==> src/rtl/conv_pkg.sv <==
// Shared helpers for the convolution datapath: width derivation plus signed
// magnitude and saturation functions reused by the convolution blocks.
package conv_pkg;

    function automatic int clog2(input int n);
        int r;
        r = 0;
        while ((1 << r) < n) r++;
        return r;
    endfunction

    function automatic int full_w(input int in_w, input int num_in);
        return in_w + clog2(num_in);
    endfunction

    // 64-bit working width so negating the most negative sum cannot wrap.
    function automatic logic signed [63:0] abs_val(input logic signed [63:0] v, input logic en);
        return (en && (v < 0)) ? -v : v;
    endfunction

    function automatic logic signed [63:0] sat_max(input int res_w);
        return (64'sd1 <<< (res_w - 1)) - 64'sd1;
    endfunction

    function automatic logic signed [63:0] sat_min(input int res_w);
        return -sat_max(res_w) - 64'sd1;
    endfunction

    function automatic logic signed [63:0] sat_val(input logic signed [63:0] v, input int res_w);
        if (v > sat_max(res_w)) return sat_max(res_w);
        if (v < sat_min(res_w)) return sat_min(res_w);
        return v;
    endfunction

    function automatic logic sat_flag(input logic signed [63:0] v, input int res_w);
        return (v > sat_max(res_w)) || (v < sat_min(res_w));
    endfunction

endpackage

==> src/rtl/adder_tree_pipe_if.sv <==
// Operand/result bundle of the pipelined adder tree, with valid/ready on both sides.
interface adder_tree_pipe_if #(
    parameter int NUM_IN = 8,
    parameter int IN_W   = 5,
    parameter int RES_W  = IN_W + conv_pkg::clog2(NUM_IN)
);
    logic [NUM_IN*IN_W-1:0] in_data;
    logic                   in_abs;
    logic                   in_valid;
    logic                   in_ready;
    logic signed [RES_W-1:0] out_data;
    logic                   out_sat;
    logic                   out_valid;
    logic                   out_ready;

    modport master (
        output in_data, in_abs, in_valid, out_ready,
        input  in_ready, out_data, out_sat, out_valid
    );

    modport slave (
        input  in_data, in_abs, in_valid, out_ready,
        output in_ready, out_data, out_sat, out_valid
    );
endinterface

==> src/rtl/adder_tree_level.sv <==
// One registered level of the adder tree: adjacent pairs summed one bit wider,
// an odd trailing element passes through sign-extended; valid/abs ride along.
module adder_tree_level #(
    parameter int N_IN  = 2,
    parameter int W     = 5,
    localparam int N_OUT = (N_IN + 1) / 2,
    localparam int PW    = 2 * N_OUT * W
) (
    input  logic                   clk,
    input  logic                   rst,
    input  logic                   en,
    input  logic [N_IN*W-1:0]      in_data,
    input  logic                   in_vld,
    input  logic                   in_abs,
    output logic [N_OUT*(W+1)-1:0] out_data,
    output logic                   out_vld,
    output logic                   out_abs
);

    function automatic logic signed [W:0] sext(input logic [W-1:0] v);
        return {v[W-1], v};
    endfunction

    logic [PW-1:0]          ext_p0;
    logic [N_OUT*(W+1)-1:0] sum_p0;

    // Zero-extending to an even count makes the odd element add with zero.
    assign ext_p0 = PW'(in_data);

    always_comb begin
        sum_p0 = '0;
        for (int i = 0; i < N_OUT; i++)
            sum_p0[i*(W+1) +: W+1] = sext(ext_p0[2*i*W +: W]) + sext(ext_p0[(2*i+1)*W +: W]);
    end

    // ---- level register ----
    always_ff @(posedge clk) begin
        if (rst) begin
            out_data <= '0;
            out_vld  <= 1'b0;
            out_abs  <= 1'b0;
        end else if (en) begin
            out_data <= sum_p0;
            out_vld  <= in_vld;
            out_abs  <= in_abs;
        end
    end

endmodule

==> src/rtl/adder_tree_pipe.sv <==
// Pipelined signed adder tree: NUM_IN operands reduced over clog2(NUM_IN)
// registered levels, then a registered abs/saturate stage, under a global stall.
module adder_tree_pipe
    import conv_pkg::*;
#(
    parameter int NUM_IN = 8,
    parameter int IN_W   = 5,
    parameter int RES_W  = IN_W + clog2(NUM_IN)
) (
    input logic             clk,
    input logic             rst,
    adder_tree_pipe_if.slave bus
);

    localparam int L      = clog2(NUM_IN);
    localparam int NP     = 1 << L;
    localparam int FULL_W = full_w(IN_W, NUM_IN);

    logic adv;
    assign adv          = bus.out_ready | ~bus.out_valid;
    assign bus.in_ready = adv;

    // Bubbles enter as zero data so idle output cycles read back as zero.
    logic [NP*IN_W-1:0] pad_p0;
    logic               vld_p0;
    logic               abs_p0;

    always_comb begin
        pad_p0 = bus.in_valid ? (NP*IN_W)'(bus.in_data) : '0;
        vld_p0 = bus.in_valid;
        abs_p0 = bus.in_valid & bus.in_abs;
    end

    for (genvar g = 0; g < L; g++) begin : lvl
        localparam int NI = NP >> g;
        localparam int WI = IN_W + g;

        logic [NI*WI-1:0]           din;
        logic                       vi;
        logic                       ai;
        logic [((NI+1)/2)*(WI+1)-1:0] dout;
        logic                       vo;
        logic                       ao;

        if (g == 0) begin : g_first
            assign din = pad_p0;
            assign vi  = vld_p0;
            assign ai  = abs_p0;
        end else begin : g_next
            assign din = lvl[g-1].dout;
            assign vi  = lvl[g-1].vo;
            assign ai  = lvl[g-1].ao;
        end

        adder_tree_level #(.N_IN(NI), .W(WI)) u_level (
            .clk      (clk),
            .rst      (rst),
            .en       (adv),
            .in_data  (din),
            .in_vld   (vi),
            .in_abs   (ai),
            .out_data (dout),
            .out_vld  (vo),
            .out_abs  (ao)
        );
    end

    logic signed [FULL_W-1:0] sum_pl;
    logic                     vld_pl;
    logic                     abs_pl;
    logic signed [63:0]       mag_pl;
    logic signed [RES_W-1:0]  res_pl;
    logic                     sat_pl;

    assign sum_pl = $signed(lvl[L-1].dout);
    assign vld_pl = lvl[L-1].vo;
    assign abs_pl = lvl[L-1].ao;

    always_comb begin
        mag_pl = abs_val(64'(sum_pl), abs_pl);
        res_pl = RES_W'(sat_val(mag_pl, RES_W));
        sat_pl = sat_flag(mag_pl, RES_W);
    end

    // ---- post stage register ----
    always_ff @(posedge clk) begin
        if (rst) begin
            bus.out_data  <= '0;
            bus.out_sat   <= 1'b0;
            bus.out_valid <= 1'b0;
        end else if (adv) begin
            bus.out_data  <= res_pl;
            bus.out_sat   <= sat_pl;
            bus.out_valid <= vld_pl;
        end
    end

endmodule
==> src/flat_wrapper.sv <==
// flat-port wrapper written by rule: the top's interface ports become plain ports
module adder_tree_pipe_flat import conv_pkg::*;
#(
    parameter int NUM_IN = 8,
    parameter int IN_W   = 5,
    parameter int RES_W  = IN_W + clog2(NUM_IN)
)
  (clk, rst, bus_in_data, bus_in_abs, bus_in_valid, bus_out_ready, bus_in_ready, bus_out_data, bus_out_sat, bus_out_valid);
  adder_tree_pipe_if #(.NUM_IN(NUM_IN), .IN_W(IN_W), .RES_W(RES_W)) bus_i ();
  input logic clk;
  input logic rst;
  input wire logic [$bits(bus_i.in_data)-1:0] bus_in_data;
  input wire logic [$bits(bus_i.in_abs)-1:0] bus_in_abs;
  input wire logic [$bits(bus_i.in_valid)-1:0] bus_in_valid;
  input wire logic [$bits(bus_i.out_ready)-1:0] bus_out_ready;
  output wire logic [$bits(bus_i.in_ready)-1:0] bus_in_ready;
  output wire logic [$bits(bus_i.out_data)-1:0] bus_out_data;
  output wire logic [$bits(bus_i.out_sat)-1:0] bus_out_sat;
  output wire logic [$bits(bus_i.out_valid)-1:0] bus_out_valid;
  assign bus_i.in_data = bus_in_data;
  assign bus_i.in_abs = bus_in_abs;
  assign bus_i.in_valid = bus_in_valid;
  assign bus_i.out_ready = bus_out_ready;
  assign bus_in_ready = bus_i.in_ready;
  assign bus_out_data = bus_i.out_data;
  assign bus_out_sat = bus_i.out_sat;
  assign bus_out_valid = bus_i.out_valid;
  adder_tree_pipe #(.NUM_IN(NUM_IN), .IN_W(IN_W), .RES_W(RES_W)) u_core (.clk(clk), .rst(rst), .bus(bus_i));
endmodule
==> config.mk <==
export PLATFORM = sky130hd
export DESIGN_NAME = adder_tree_pipe_flat
export DESIGN_NICKNAME = d
export VERILOG_FILES = /design/src/rtl/conv_pkg.sv /design/src/rtl/adder_tree_pipe_if.sv /design/src/rtl/adder_tree_level.sv /design/src/rtl/adder_tree_pipe.sv /design/src/flat_wrapper.sv
export SDC_FILE = /design/constraint.sdc
export NUM_CORES = 1
export LEC_CHECK = 0
export ABC_AREA = 1
export ABC_CLOCK_PERIOD_IN_PS = 2400
export CAP_MARGIN = 20
export CORE_UTILIZATION = 50
export CTS_CLUSTER_SIZE = 8
export DETAILED_ROUTE_END_ITERATION = 10
export GPL_ROUTABILITY_DRIVEN = 0
export PLACE_DENSITY = 0.74
export RECOVER_POWER = 50
export SLEW_MARGIN = 10
export SYNTH_ARGS = -nofsm -noshare
export SYNTH_HDL_FRONTEND = slang
export SYNTH_SLANG_ARGS = --single-unit
==> constraint.sdc <==
create_clock -name clk -period 2.4 [get_ports clk]
set_input_delay 0.48 -clock clk [delete_from_list [all_inputs] [get_ports clk]]
set_output_delay 0.48 -clock clk [all_outputs]
set_load 0.005 [all_outputs]
==> run summary <==
The run finished, with violations left. The final reports fail on design-rule violations. The run gives 2 as the maximum clock path buffer count.

The synthesized design devotes to its leading area cell type 29.5% of total area. The worst register-to-register path begins at u_core.bus.out_valid. For the cell count after synthesis, the log shows 626. After routing the design area is 0.00506 mm^2. In the global route stage, met2 resource usage came out at 38.8%. For the count of nets left with antenna violations after detail routing, the log shows 0. The path with the worst hold slack has its endpoint at u_core.lvl[2].u_level.out_vld.

On the worst path, the slowest cell contributes a delay of 570 ps. The pin count of the biggest net entering global routing was 98. The tools report the later-pin clock latency in the skew report as 340 ps.

Across the run, the number of max-cap violations was 0. dfxtp_1 takes more of the synthesized area than any other cell. TritonCTS built the clock tree.

The data arrival time of the worst path was 1730 ps; the post-CTS clock slew at the launch and capture registers of the worst setup and hold paths was 70 ps. The tools report the detailed-route wire length as 8600 um. Setup repair after global routing left no endpoint under its margin.

The run gives 0 as the final number of hold-violating endpoints. The placed instances occupy a cell area of 0.00487 mm^2. By area the synthesized netlist is led by dfxtp_1 30%, nand2_1 13%, ha_1 12%, inv_1 11%, o21ai_0 6.8%. CTS saw 62 sinks. VDD sags by at most 0.000235 V. The post-detailed-route via-to-cell ratio was 4.93.

The worst max-slew margin expressed relative to the limit is 40.7%, and the count of state elements after synthesis is 62. In the post-route analysis, the smallest setup slack over all paths is 191 ps. The slowest stage of the critical path belongs to the cell dlygate4sd3_1. Core footprint: 0.00818 mm^2. STA classifies the critical path startpoint as an input pin.

The number of different library cells used by synthesis comes to 23. The height of the die is 93.7 um, and the count of standard-cell rows is 33. The mapped netlist covers 0.00420 mm^2.

The type of the worst min-delay path is register to register. The worst register-to-register path ends at u_core.bus.out_data[3]. Dividing total power by cell area gives a power density of 588 mW/mm^2. Once the clock tree was built, the resizer swapped 0 gates to a different size. The number of antenna violations at the first check in global routing is 0, and the detailed placer's ending HPWL is 6260 um. The minimum setup slack among reg-to-reg paths was 630 ps; the final period demand of the worst path was 2210 ps. The count of hold-fix buffers inserted at cts was 0; the depth of the worst hold-timing path was 2.

STA classifies the critical path endpoint as a primary output. The number of nets in the synthesized netlist is 718. Global routing used 22.0% of the available tracks across all layers. Area growth from synthesis to layout: 20.3%. In this run the post-CTS setup repair buffer count came out at 0.

In this run the most used layer during global routing was met2. In this run the clock root is driven by a clkbuf_8. The final global-route overflow total was 0; the required time reported for the critical path endpoint was 1920 ps. The logs give 0 for the diode insertion count for antenna repair and 0.453 GHz for the upper clock frequency limit. 56 I/O pins were placed. For the max-slew violation total from the final report, the log shows 0.

Setup violations remaining at the end of the flow were counted as 0. Between clock sinks in the finished design, the worst skew comes to 7.30 ps. The die extent in x is 93.7 um, and the count of buffers from port buffering is 55.

After synthesis, flip-flops and latches occupy 29.5% of the total area. The effective utilization at floorplan is 51.4%, and the detailed-route wire length per cell is 10.9 um. Timing analysis after detailed placement gives a worst setup slack of -58.4 ps. The final-stage net count was 771. The number of clock buffers added by TritonCTS is 9.

Of all nets on the critical path, the largest fanout is 2. For the number of global-route vias before repair, the log shows 3759. After the first detailed-routing iteration, the DRC count stood at 171. Global routing used 27.1% of the available met1 tracks. The signal on the critical path passes through dlygate4sd3_1 -> nor2_4 -> inv_1 -> clkdlybuf4s50_1. The routed layout has 3889 vias. For the area of the die, the log shows 0.00877 mm^2. Counting cells, the worst reg-to-reg path comes to 7. The post-route netlist has 3.95% of its cells at a drive strength greater than 1. The analysis attributes to cell leakage a power of 2.73 nW.

The tools report the launch instance of the worst min-delay path as u_core.lvl[2].u_level.out_vld. Dividing the final minimum period by the clock period gives 92.0%. For this run, the number of Yosys warnings is 0. The slew of the pin with the lowest slew margin is 890 ps, and the first-pass GRT wire length is 15600 um. Global routing used 4.37% of the available met3 tracks. For this run, design rule violations remaining after detail routing come to 2. The number of iterations in the first detailed-routing pass was 7; the average cell area after synthesis was 6.71 um^2. The critical path is of the input pin to primary output type. The tools report the H-tree level count as 3.
[through the flow]
step	util, %	hold WS [ps]	std cells	TNS, ps	total power [mW]
after CTS	62.2	456	789	0	3.01
after global routing	61.8	488	789	0	3.19
final	61.8	459	789	0	2.97
after global placement	59.6	438	773	0	1.97
after floorplan	-	430	626	0	1.75
after detailed placement	59.6	444	773	-174	2.00
[cell usage after synthesis (all sizes together)]
cell type / n
fa: 7
nand3: 42
nor2: 30
o211ai: 5
buf: 12
dfxtp: 62
xor2: 8
nand3b: 11
o21ai: 57
nand2: 144
a31oi: 8
ha: 40
o21bai: 2
nand4: 4
a21oi: 48
clkinv: 1
nor3: 6
inv: 127
clkbuf: 11
or2: 1
[cells in the final DEF, fill, tap and decap left out, drive strengths merged, types with 2 or more instances in the layout]
| cell type | n |
|---|---|
| nand2 | 144 |
| inv | 126 |
| dfxtp | 62 |
| o21ai | 57 |
| clkdlybuf4s50 | 53 |
| a21oi | 48 |
| nand3 | 42 |
| ha | 40 |
| nor2 | 30 |
| clkbuf | 12 |
| nand3b | 11 |
| xor2 | 8 |
| a31oi | 8 |
| buf | 8 |
| fa | 7 |
| nor3 | 6 |
| o211ai | 5 |
| clkinv | 5 |
| nand4 | 4 |
| o21bai | 2 |
| bufinv | 2 |
| dlygate4sd3 | 2 |
[power breakdown]
group / switching, mW / total (mW) / internal, mW
Clock: 0.412 / 0.995 / 0.583
Combinational: 0.404 / 0.748 / 0.344
Sequential: 0.0803 / 1.23 / 1.15
Total: 0.896 / 2.97 / 2.07
[cell families (layout without fill, tap and decap cells)]
kind of cell | after synthesis | after routing | synth area share, %
flops | 62 | 62 | 29.5
xor+xnor | 8 | 8 | 1.67
compound gates | 120 | 120 | 14.9
simple gates | 238 | 238 | 24.2
fa+ha+maj | 47 | 47 | 15.2
buf+inv | 151 | 209 | 14.4
[worst max-delay path by stage]
stage	slack, ps	endpoint	from	cells after the start
3_3_place_gp	10	u_core.lvl[0].u_level.out_data[22]	bus_in_valid	13
2_1_floorplan	280	u_core.lvl[0].u_level.out_data[16]	bus_in_valid	13
4_1_cts	230	bus_in_ready	bus_out_ready	4
6_report	190	bus_in_ready	bus_out_ready	4
5_1_grt	120	u_core.lvl[0].u_level.out_data[16]	bus_in_valid	13
3_5_place_dp	-60	u_core.lvl[0].u_level.out_data[10]	bus_in_valid	13
[area by class of cell]
cell class	instances	area, um^2
Clock buffer	10	128
Clock inverter	6	86.3
Fill cell	746	3120
Inverter	128	480
Multi-Input combinational cell	413	2350
Sequential cell	62	1240
Tap cell	105	131
Timing Repair Buffer	65	636
[worst max-delay path, delay by kind of cell]
family,cells,cell delay [ps]
buffers and inverters,3,1200
AND/OR/NAND/NOR,1,50
[metal layers]
metal	part of all wire [%]	routed length, um
met5	0	0
met1	48	4150
met4	1.5	129
met3	3.1	268
met2	47	4050
[flip-flops by register name, indices dropped and copies added (netlist names)]
register                     count
u_core.bus.out_data              8
u_core.lvl.u_level.out_abs       3
u_core.lvl.u_level.out_vld       3
u_core.bus.out_valid             1
u_core.bus.out_sat               1
u_core.lvl.u_level.out_data     46
(Power assumes the default switching activity.)
